===== src/rtl/ao486_ifill_sequencer_if.sv =====
// rtl/ao486_ifill_sequencer_if.sv - IMISS request / L1.5 response bundle between the fetch sequencer and the transducer
interface ao486_ifill_sequencer_if;
  logic        ifill_req_val;
  logic [39:0] ifill_req_addr;
  logic [4:0]  ifill_req_rqtype;
  logic [2:0]  ifill_req_size;
  logic        ifill_req_ack;
  logic        l15_resp_val;
  logic [3:0]  l15_resp_returntype;
  logic [63:0] l15_resp_data_2;
  logic [63:0] l15_resp_data_3;
  logic        l15_resp_ack;

  modport master (
    output ifill_req_val, ifill_req_addr, ifill_req_rqtype, ifill_req_size, l15_resp_ack,
    input  ifill_req_ack, l15_resp_val, l15_resp_returntype, l15_resp_data_2, l15_resp_data_3
  );

  modport slave (
    input  ifill_req_val, ifill_req_addr, ifill_req_rqtype, ifill_req_size, l15_resp_ack,
    output ifill_req_ack, l15_resp_val, l15_resp_returntype, l15_resp_data_2, l15_resp_data_3
  );
endinterface


===== src/rtl/ao486_ifill_sequencer.sv =====
// rtl/ao486_ifill_sequencer.sv - ao486 readcode to L1.5 IMISS/IFILL sequencer, one outstanding fetch
// Optional response watchdog enabled by defining AO486_IFILL_TIMEOUT_EN.
`ifndef IMISS_RQ
`define IMISS_RQ 5'b10000
`endif
`ifndef PCX_SZ_4B
`define PCX_SZ_4B 3'b010
`endif
`ifndef IFILL_RET
`define IFILL_RET 4'b0001
`endif

module ao486_ifill_sequencer #(
  parameter int ADDR_WIDTH       = 32,
  parameter int LINE_OFFSET_BITS = 5,
  parameter int TIMEOUT_CYCLES   = 1024
) (
  input  logic                  clk,
  input  logic                  rst,
  input  logic                  core_released,
  input  logic                  request_readcode_do,
  input  logic [ADDR_WIDTH-1:0] request_readcode_address,
  ao486_ifill_sequencer_if.master l15,
  output logic [31:0]           readcode_partial,
  output logic [127:0]          readcode_line,
  output logic                  readcode_partial_done,
  output logic                  readcode_done,
  output logic                  ifill_timeout
);

  typedef enum logic [1:0] {
    S_IDLE,
    S_REQ,
    S_WAIT,
    S_DRAIN
  } state_t;

  state_t state_q, state_d;

  logic [ADDR_WIDTH-LINE_OFFSET_BITS-1:0] req_line_q;
  logic                                   served_q;
  logic [1:0]                             beat_q;
  logic [127:0]                           line_q;

  logic                  capture;
  logic                  resp_hit;
  logic                  timeout_hit;
  logic [ADDR_WIDTH-1:0] line_addr;

  function automatic logic [31:0] bswap32(input logic [31:0] w);
    return {w[7:0], w[15:8], w[23:16], w[31:24]};
  endfunction

  assign line_addr = {req_line_q, {LINE_OFFSET_BITS{1'b0}}};
  assign capture   = (state_q == S_IDLE) && request_readcode_do && core_released && !served_q;
  assign resp_hit  = (state_q == S_WAIT) && l15.l15_resp_val &&
                     (l15.l15_resp_returntype == `IFILL_RET);

`ifdef AO486_IFILL_TIMEOUT_EN
  localparam int TW = (TIMEOUT_CYCLES > 1) ? $clog2(TIMEOUT_CYCLES) : 1;
  logic [TW-1:0] wait_cnt_q;

  always_ff @(posedge clk) begin
    if (rst) begin
      wait_cnt_q <= '0;
    end else if (state_q == S_WAIT && state_d == S_WAIT) begin
      wait_cnt_q <= wait_cnt_q + 1'b1;
    end else begin
      wait_cnt_q <= '0;
    end
  end

  assign timeout_hit = (state_q == S_WAIT) && !resp_hit &&
                       (wait_cnt_q == TW'(TIMEOUT_CYCLES - 1));
`else
  assign timeout_hit = 1'b0;
`endif

  assign ifill_timeout = timeout_hit;

  always_comb begin
    state_d                 = state_q;
    l15.ifill_req_val       = 1'b0;
    l15.ifill_req_addr      = '0;
    l15.ifill_req_rqtype    = '0;
    l15.ifill_req_size      = '0;
    l15.l15_resp_ack        = 1'b0;
    readcode_partial        = '0;
    readcode_line           = '0;
    readcode_partial_done   = 1'b0;
    readcode_done           = 1'b0;
    case (state_q)
      S_IDLE: begin
        if (capture) state_d = S_REQ;
      end
      S_REQ: begin
        l15.ifill_req_val    = 1'b1;
        l15.ifill_req_addr   = {{(40-ADDR_WIDTH){line_addr[ADDR_WIDTH-1]}}, line_addr};
        l15.ifill_req_rqtype = `IMISS_RQ;
        l15.ifill_req_size   = `PCX_SZ_4B;
        if (l15.ifill_req_ack) state_d = S_WAIT;
      end
      S_WAIT: begin
        if (resp_hit) begin
          l15.l15_resp_ack = 1'b1;
          state_d          = S_DRAIN;
        end else if (timeout_hit) begin
          state_d = S_REQ;
        end
      end
      S_DRAIN: begin
        // P0 sits in the top dword; beat k exposes P0..Pk, lower dwords stay zero
        readcode_partial      = line_q[{~beat_q, 5'b0} +: 32];
        readcode_line         = line_q & {{32{1'b1}}, {32{beat_q != 2'd0}},
                                          {32{beat_q[1]}}, {32{beat_q == 2'd3}}};
        readcode_partial_done = (beat_q != 2'd3);
        readcode_done         = (beat_q == 2'd3);
        if (beat_q == 2'd3) state_d = S_IDLE;
      end
      default: state_d = S_IDLE;
    endcase
  end

  always_ff @(posedge clk) begin
    if (rst) begin
      state_q    <= S_IDLE;
      req_line_q <= '0;
      served_q   <= 1'b0;
      beat_q     <= 2'd0;
      line_q     <= '0;
    end else begin
      state_q <= state_d;
      if (capture) req_line_q <= request_readcode_address[ADDR_WIDTH-1:LINE_OFFSET_BITS];
      if (resp_hit) begin
        line_q <= {bswap32(l15.l15_resp_data_2[63:32]), bswap32(l15.l15_resp_data_2[31:0]),
                   bswap32(l15.l15_resp_data_3[63:32]), bswap32(l15.l15_resp_data_3[31:0])};
      end
      beat_q <= (state_q == S_DRAIN) ? beat_q + 2'd1 : 2'd0;
      // served blocks re-issue while the core keeps do high after completion
      if (state_q == S_DRAIN && beat_q == 2'd3) begin
        served_q <= 1'b1;
      end else if (!request_readcode_do) begin
        served_q <= 1'b0;
      end
    end
  end

endmodule


===== src/flat_wrapper.sv =====
// flat-port wrapper written by rule: the top's interface ports become plain ports
module ao486_ifill_sequencer_flat 
#(
  parameter int ADDR_WIDTH       = 32,
  parameter int LINE_OFFSET_BITS = 5,
  parameter int TIMEOUT_CYCLES   = 1024
)
  (clk, rst, core_released, request_readcode_do, request_readcode_address, readcode_partial, readcode_line, readcode_partial_done, readcode_done, ifill_timeout, l15_ifill_req_val, l15_ifill_req_addr, l15_ifill_req_rqtype, l15_ifill_req_size, l15_l15_resp_ack, l15_ifill_req_ack, l15_l15_resp_val, l15_l15_resp_returntype, l15_l15_resp_data_2, l15_l15_resp_data_3);
  ao486_ifill_sequencer_if l15_i ();
  input  logic clk;
  input  logic rst;
  input  logic core_released;
  input  logic request_readcode_do;
  input  logic [ADDR_WIDTH-1:0] request_readcode_address;
  output logic [31:0] readcode_partial;
  output logic [127:0] readcode_line;
  output logic readcode_partial_done;
  output logic readcode_done;
  output logic ifill_timeout;
  output wire logic [$bits(l15_i.ifill_req_val)-1:0] l15_ifill_req_val;
  output wire logic [$bits(l15_i.ifill_req_addr)-1:0] l15_ifill_req_addr;
  output wire logic [$bits(l15_i.ifill_req_rqtype)-1:0] l15_ifill_req_rqtype;
  output wire logic [$bits(l15_i.ifill_req_size)-1:0] l15_ifill_req_size;
  output wire logic [$bits(l15_i.l15_resp_ack)-1:0] l15_l15_resp_ack;
  input wire logic [$bits(l15_i.ifill_req_ack)-1:0] l15_ifill_req_ack;
  input wire logic [$bits(l15_i.l15_resp_val)-1:0] l15_l15_resp_val;
  input wire logic [$bits(l15_i.l15_resp_returntype)-1:0] l15_l15_resp_returntype;
  input wire logic [$bits(l15_i.l15_resp_data_2)-1:0] l15_l15_resp_data_2;
  input wire logic [$bits(l15_i.l15_resp_data_3)-1:0] l15_l15_resp_data_3;
  assign l15_ifill_req_val = l15_i.ifill_req_val;
  assign l15_ifill_req_addr = l15_i.ifill_req_addr;
  assign l15_ifill_req_rqtype = l15_i.ifill_req_rqtype;
  assign l15_ifill_req_size = l15_i.ifill_req_size;
  assign l15_l15_resp_ack = l15_i.l15_resp_ack;
  assign l15_i.ifill_req_ack = l15_ifill_req_ack;
  assign l15_i.l15_resp_val = l15_l15_resp_val;
  assign l15_i.l15_resp_returntype = l15_l15_resp_returntype;
  assign l15_i.l15_resp_data_2 = l15_l15_resp_data_2;
  assign l15_i.l15_resp_data_3 = l15_l15_resp_data_3;
  ao486_ifill_sequencer #(.ADDR_WIDTH(ADDR_WIDTH), .LINE_OFFSET_BITS(LINE_OFFSET_BITS), .TIMEOUT_CYCLES(TIMEOUT_CYCLES)) u_core (.clk(clk), .rst(rst), .core_released(core_released), .request_readcode_do(request_readcode_do), .request_readcode_address(request_readcode_address), .l15(l15_i), .readcode_partial(readcode_partial), .readcode_line(readcode_line), .readcode_partial_done(readcode_partial_done), .readcode_done(readcode_done), .ifill_timeout(ifill_timeout));
endmodule

===== config.mk =====
export PLATFORM = sky130hd
export DESIGN_NAME = ao486_ifill_sequencer_flat
export DESIGN_NICKNAME = d
export VERILOG_FILES = /design/src/rtl/ao486_ifill_sequencer_if.sv /design/src/rtl/ao486_ifill_sequencer.sv /design/src/flat_wrapper.sv
export SDC_FILE = /design/constraint.sdc
export NUM_CORES = 1
export LEC_CHECK = 0
export CORE_AREA = 2 2 150 152
export CTS_CLUSTER_DIAMETER = 120
export DETAILED_ROUTE_END_ITERATION = 16
export DIE_AREA = 0 0 152 154
export GPL_ROUTABILITY_DRIVEN = 0
export GPL_TIMING_DRIVEN = 0
export HOLD_SLACK_MARGIN = 0.05
export PLACE_DENSITY = 0.83
export SKIP_CTS_REPAIR_TIMING = 1
export SYNTH_ARGS = -nofsm -noshare
export SYNTH_HDL_FRONTEND = slang
export SYNTH_SLANG_ARGS = --single-unit

===== constraint.sdc =====
create_clock -name clk -period 6.2 [get_ports clk]
set_input_delay 1.24 -clock clk [delete_from_list [all_inputs] [get_ports clk]]
set_output_delay 1.24 -clock clk [all_outputs]
set_load 0.005 [all_outputs]

* Yosys cells after proc, flatten, opt, wreduce, memory -nomap -nowiden
Cells that the tools add are included.
** Cells by class
- Bitwise gates (word level) :: 3
- Magnitude comparators :: 0
- Shift operators :: 1
- Equality and inequality tests :: 11
- Multiply operators :: 0
- Reductions and logical operators :: 11
- Muxes and demuxes :: 17
- Divide/modulo/power cells :: 0
- $add $sub $neg :: 1
** Operator list (number)
- bitwise AND 128 bit :: 1
- two-way mux 128 bit :: 1
- variable part select 128 x 8 -> 32 bit :: 1
- two-way mux 40 bit :: 1
- two-way mux 32 bit :: 1
- two-way mux 2 bit :: 5
- inequality test 2 x 1 -> 1 bit (second input constant) :: 4
- case mux 2 bit (4 select lines) :: 1
- two-way mux 1 bit :: 7
- == test 2 bit (second input constant) :: 3
- logical AND 1 bit :: 6
- two-way mux 5 bit :: 1
- == test 4 x 1 -> 1 bit (second input constant) :: 1
- inequality test 2 bit (second input constant) :: 2
- AND reduction 4 bit :: 1
- adder 2 x 1 -> 2 bit (second input constant) :: 1
- == test 2 x 1 -> 1 bit (second input constant) :: 1
- zero test 2 bit :: 1
- inverter 2 bit :: 1
- nonzero test 2 bit :: 1
- OR reduction 2 bit :: 1
- zero test 1 bit :: 1
- inverter 1 bit :: 1
** Word-level totals
- Bits in registers :: 160
- Memory bits (writable) :: 0
- Input bits :: 170
- Memory bits (read-only) :: 0
- Word-level logic and storage cells :: 49
- Memories kept :: 0
- Bits in latches :: 0
- Output and inout bits :: 213

* Depth between registers and ports, before layout
- Depth in word-level cells :: 6
- Mapped depth :: 8
- Depth with buffers taken out :: 6

* Least setup slack after synthesis
No wires, ideal clock.
- Kind :: input -> output
- Start point :: input port l15_l15_resp_returntype[1]
- End point :: output port l15_l15_resp_ack
- Arrival :: 1.929 ns
- Buffers on the path :: 1
- Data required time :: 4.960 ns
- Slack :: 3.031 ns
- Cell stages on the path :: 4
- Cells stage by stage :: nor4b_2 > nand3_1 > inv_2 > buf_2
** On the way
- Longest elaborated chain between the ends :: 4
** Ends and longest elaborated chain
- from (decl) :: line flat_wrapper.sv:27 : input wire logic [$bits(l15_i.l15_resp_returntype)-1:0] l15_l15_resp_returntype;
- == test 4 x 1 -> 1 bit (no source line)
- logical AND 1 bit :: line ao486_ifill_sequencer.sv:56 : assign resp_hit = (state_q == S_WAIT) && l15.l15_resp_val &&
- two-way mux 1 bit :: line ao486_ifill_sequencer.sv:104 : if (resp_hit) begin
- two-way mux 1 bit :: line ao486_ifill_sequencer.sv:92 : case (state_q)
- to (decl) :: line flat_wrapper.sv:24 : output wire logic [$bits(l15_i.l15_resp_ack)-1:0] l15_l15_resp_ack;
No other way between the ends.

* Worst setup path after layout
- Start point :: register u_core.beat_q[1]
- End point :: output port readcode_line[84]
** On the way
- Longest elaborated chain between the ends :: 3
** Ends and longest elaborated chain
- from (decl) :: line ao486_ifill_sequencer.sv:42 : logic [1:0] beat_q;
- from (signal assigned) :: line ao486_ifill_sequencer.sv:138 : beat_q <= (state_q == S_DRAIN) ? beat_q + 2'd1 : 2'd0;
- nonzero test 2 bit :: line ao486_ifill_sequencer.sv:114 : readcode_line = line_q & {{32{1'b1}}, {32{beat_q != 2'd0}},
- bitwise AND 128 bit :: line ao486_ifill_sequencer.sv:114
- two-way mux 128 bit :: line ao486_ifill_sequencer.sv:92
- to (decl) :: line flat_wrapper.sv:16 : output logic [127:0] readcode_line;
No other way between the ends.

==> flow_metrics.env <==
export IMPL_grt_pass1_vias=8449
export IMPL_hold_end="u_core.req_line_q[5]"
export IMPL_fmax_mhz=195
export IMPL_worstSetupEndpointType="output pin"
export IMPL_dieArea_um2=23400
export IMPL_layout_drive_gt1_share=0.0920
export IMPL_reg2reg_from="u_core.beat_q[1]"
export IMPL_final_cells=1674
export IMPL_drt_pass1_iter_count=6
export IMPL_ys_seq_area_frac=0.405
export IMPL_final_hold_viol_count=0
export IMPL_placed_cells=1640
export IMPL_synth_edf_count=0
export IMPL_postSynthCellCount=985
export IMPL_drv_slew=0
export IMPL_path_cells="buf_2 -> buf_2 -> clkbuf_1 -> inv_1 -> ha_1 -> nor2b_1 -> clkbuf_1 -> and2_1 -> clkdlybuf4s50_1"
export IMPL_drt_iter0_drc=558
export IMPL_layout_cells_most_common="clkdlybuf4s50_1"
export IMPL_clk_path_buf_depth=2
export IMPL_htreeDepth=4
export IMPL_routedWlPerCell_um=19.6
export IMPL_cap_violations=0
export IMPL_yosys_cell_types_count=30
export IMPL_start_util=0.364
export IMPL_cts_made_buffers=17
export IMPL_final_area_um2=12600
export IMPL_via_count=8530
export IMPL_clk_latency_ns=0.41
export IMPL_synth_main_ff_cell="dfxtp_1"
export IMPL_fin_nets=1556
export IMPL_syn_area_per_cell_um2=8.02
export IMPL_drcViolationCount=0
export IMPL_rsz0062_at_grt="false"
export IMPL_core_area_um2=21700
export IMPL_ff2ff_setup_slack_ns=4.02
export IMPL_ant_nets=0
export IMPL_min_path_type="register to register"
export IMPL_slew_headroom=0.486
export IMPL_hold_slack_ns=0.450
export IMPL_hold_depth=2
export IMPL_post_route_period_util=0.829
export IMPL_outcome="complete, no violations"
export IMPL_critPathRequiredTime_ns=4.96
export IMPL_async_flop_share=0
export IMPL_worst_slew_pin_slew_ns=0.770
export IMPL_grt_max_degree=17
export IMPL_cp_start_kind="register"
export IMPL_min_from="u_core.req_line_q[5]"
export IMPL_tns_ns=0
export IMPL_grt_usage=0.271
export IMPL_yosysWarnings=0
export IMPL_antenna_found_initial=2
export IMPL_setup_violations=0
export IMPL_cts_sinks=160
export IMPL_final_cell_mix="clkdlybuf4s50_1, nand2_1, dfxtp_1"
export IMPL_grt_overflow=0
export IMPL_grt_pass1_wl_um=48800
export IMPL_synth_seq_cells=160
export IMPL_critical_path_class="register to output pin"
export IMPL_cp_arrival_ns=3.90
export IMPL_skew_ns=0.00698
export IMPL_worstPathMaxFanout=10
export IMPL_power_density_nw_per_um2=210
export IMPL_io_pins=383
export IMPL_hpwlAfterDp_um=25100
export IMPL_rows=54
export IMPL_cts_root_buf="clkbuf_16"
export IMPL_r2r_cells=6
export IMPL_cpPeakStageDelay_ns=0.52
export IMPL_clk_pin_slew_ns=0.07
export IMPL_syn_area_um2=7900
export IMPL_wl_um=32800
export IMPL_p_leak_uw=0.00466
export IMPL_port_buffers=364
export IMPL_cpMaxStageDelayCell="clkdlybuf4s50_1"
export IMPL_area_delta_synth_final_pct=59.1
export IMPL_r2r_end="u_core.beat_q[1]"
export IMPL_fp_dieH_um=154
export IMPL_die_w_um=152
export IMPL_totalPowerFinal_uw=2630
export IMPL_nFillCells=1942
export IMPL_peakVddDrop_mv=0.163
export IMPL_place_area_um2=11900
export IMPL_via_per_inst=5.10
export IMPL_cts_tree="built"
export IMPL_min_period_ns=5.14
critical path: cells and delay by family (launching register included):
family	cells	cell delay [ns]
buffers and inverters	6	2.25
adder cells (fa/ha/maj)	1	0.20
AND/OR/NAND/NOR	2	0.65
flip-flops	1	0.37
flip-flops by register name, indices dropped and copies added, names as in the netlist:
register / flops
u_core.beat_q: 2
u_core.line_q: 128
u_core.req_line_q: 27
u_core.served_q: 1
u_core.state_q: 2
cell families (layout without fill, tap and decap cells):
family,after synthesis,count (layout),synth area share
other cells,1,14,0.000475
simple gates,512,512,0.308
fa+ha+maj,7,7,0.0111
flops,160,160,0.405
buf+inv,113,509,0.0806
compound gates,159,159,0.102
mux,33,33,0.0925
final cells by class:
type,instances,area (um2),area share
sequential,160,3200,0.255
clock buffer,19,453,0.0360
tap,280,350,0.0279
buffer,106,611,0.0486
multi-input combinational,723,4100,0.326
antenna,2,5.00,0.000398
inverter,7,26.3,0.00209
clock inverter,13,175,0.0139
timing repair buffer,364,3640,0.290
worst max-delay path by stage:
| stage | from | endpoint | cells after the start |
|---|---|---|---|
| after detailed placement | u_core.beat_q[1] | readcode_line[84] | 9 |
| after global placement | u_core.beat_q[1] | readcode_line[84] | 9 |
| after floorplan | l15_l15_resp_returntype[1] | l15_l15_resp_ack | 4 |
| final | u_core.beat_q[1] | readcode_line[84] | 9 |
| after global routing | u_core.beat_q[1] | readcode_line[85] | 9 |
| after CTS | u_core.beat_q[1] | readcode_line[84] | 9 |
cells in the mapped netlist, types with 2 or more instances:
cell type  instances  area (um2)
a21oi_1          156         781
and2_1           124         776
and3_1            64         400
buf_2             23         115
buf_4             25         188
buf_6             12         135
clkbuf_1          45         169
dfxtp_1          160        3200
ha_1               7        87.6
inv_1              6        22.5
mux4_2            32         721
nand2_1          311        1170
nand2b_1           2        12.5
nor2b_1            2        12.5
report_power, final:
group | switching (uW) | internal [uW] | leakage, uW
Clock | 462 | 665 | 0.000300
Sequential | 19.1 | 1060 | 0.00129
Combinational | 211 | 217 | 0.00307
metal layers:
metal / part of all wire / vias to the layer above / track usage
met1: 0.40 / 4014 / 0.320
met3: 0.084 / 69 / 0.0724
met4: 0.034 / 0 / 0.108
met5: 0 / - / 0
met2: 0.49 / 457 / 0.468
li1: - / 3990 / -
per-stage QoR:
step                       util  setup slack [ns]
after global routing      0.579             0.932
after floorplan               -              3.03
after CTS                 0.579              1.06
final                     0.580              1.06
after global placement    0.550              1.47
after detailed placement  0.550              1.52
Power figures use the tool's default switching activity.
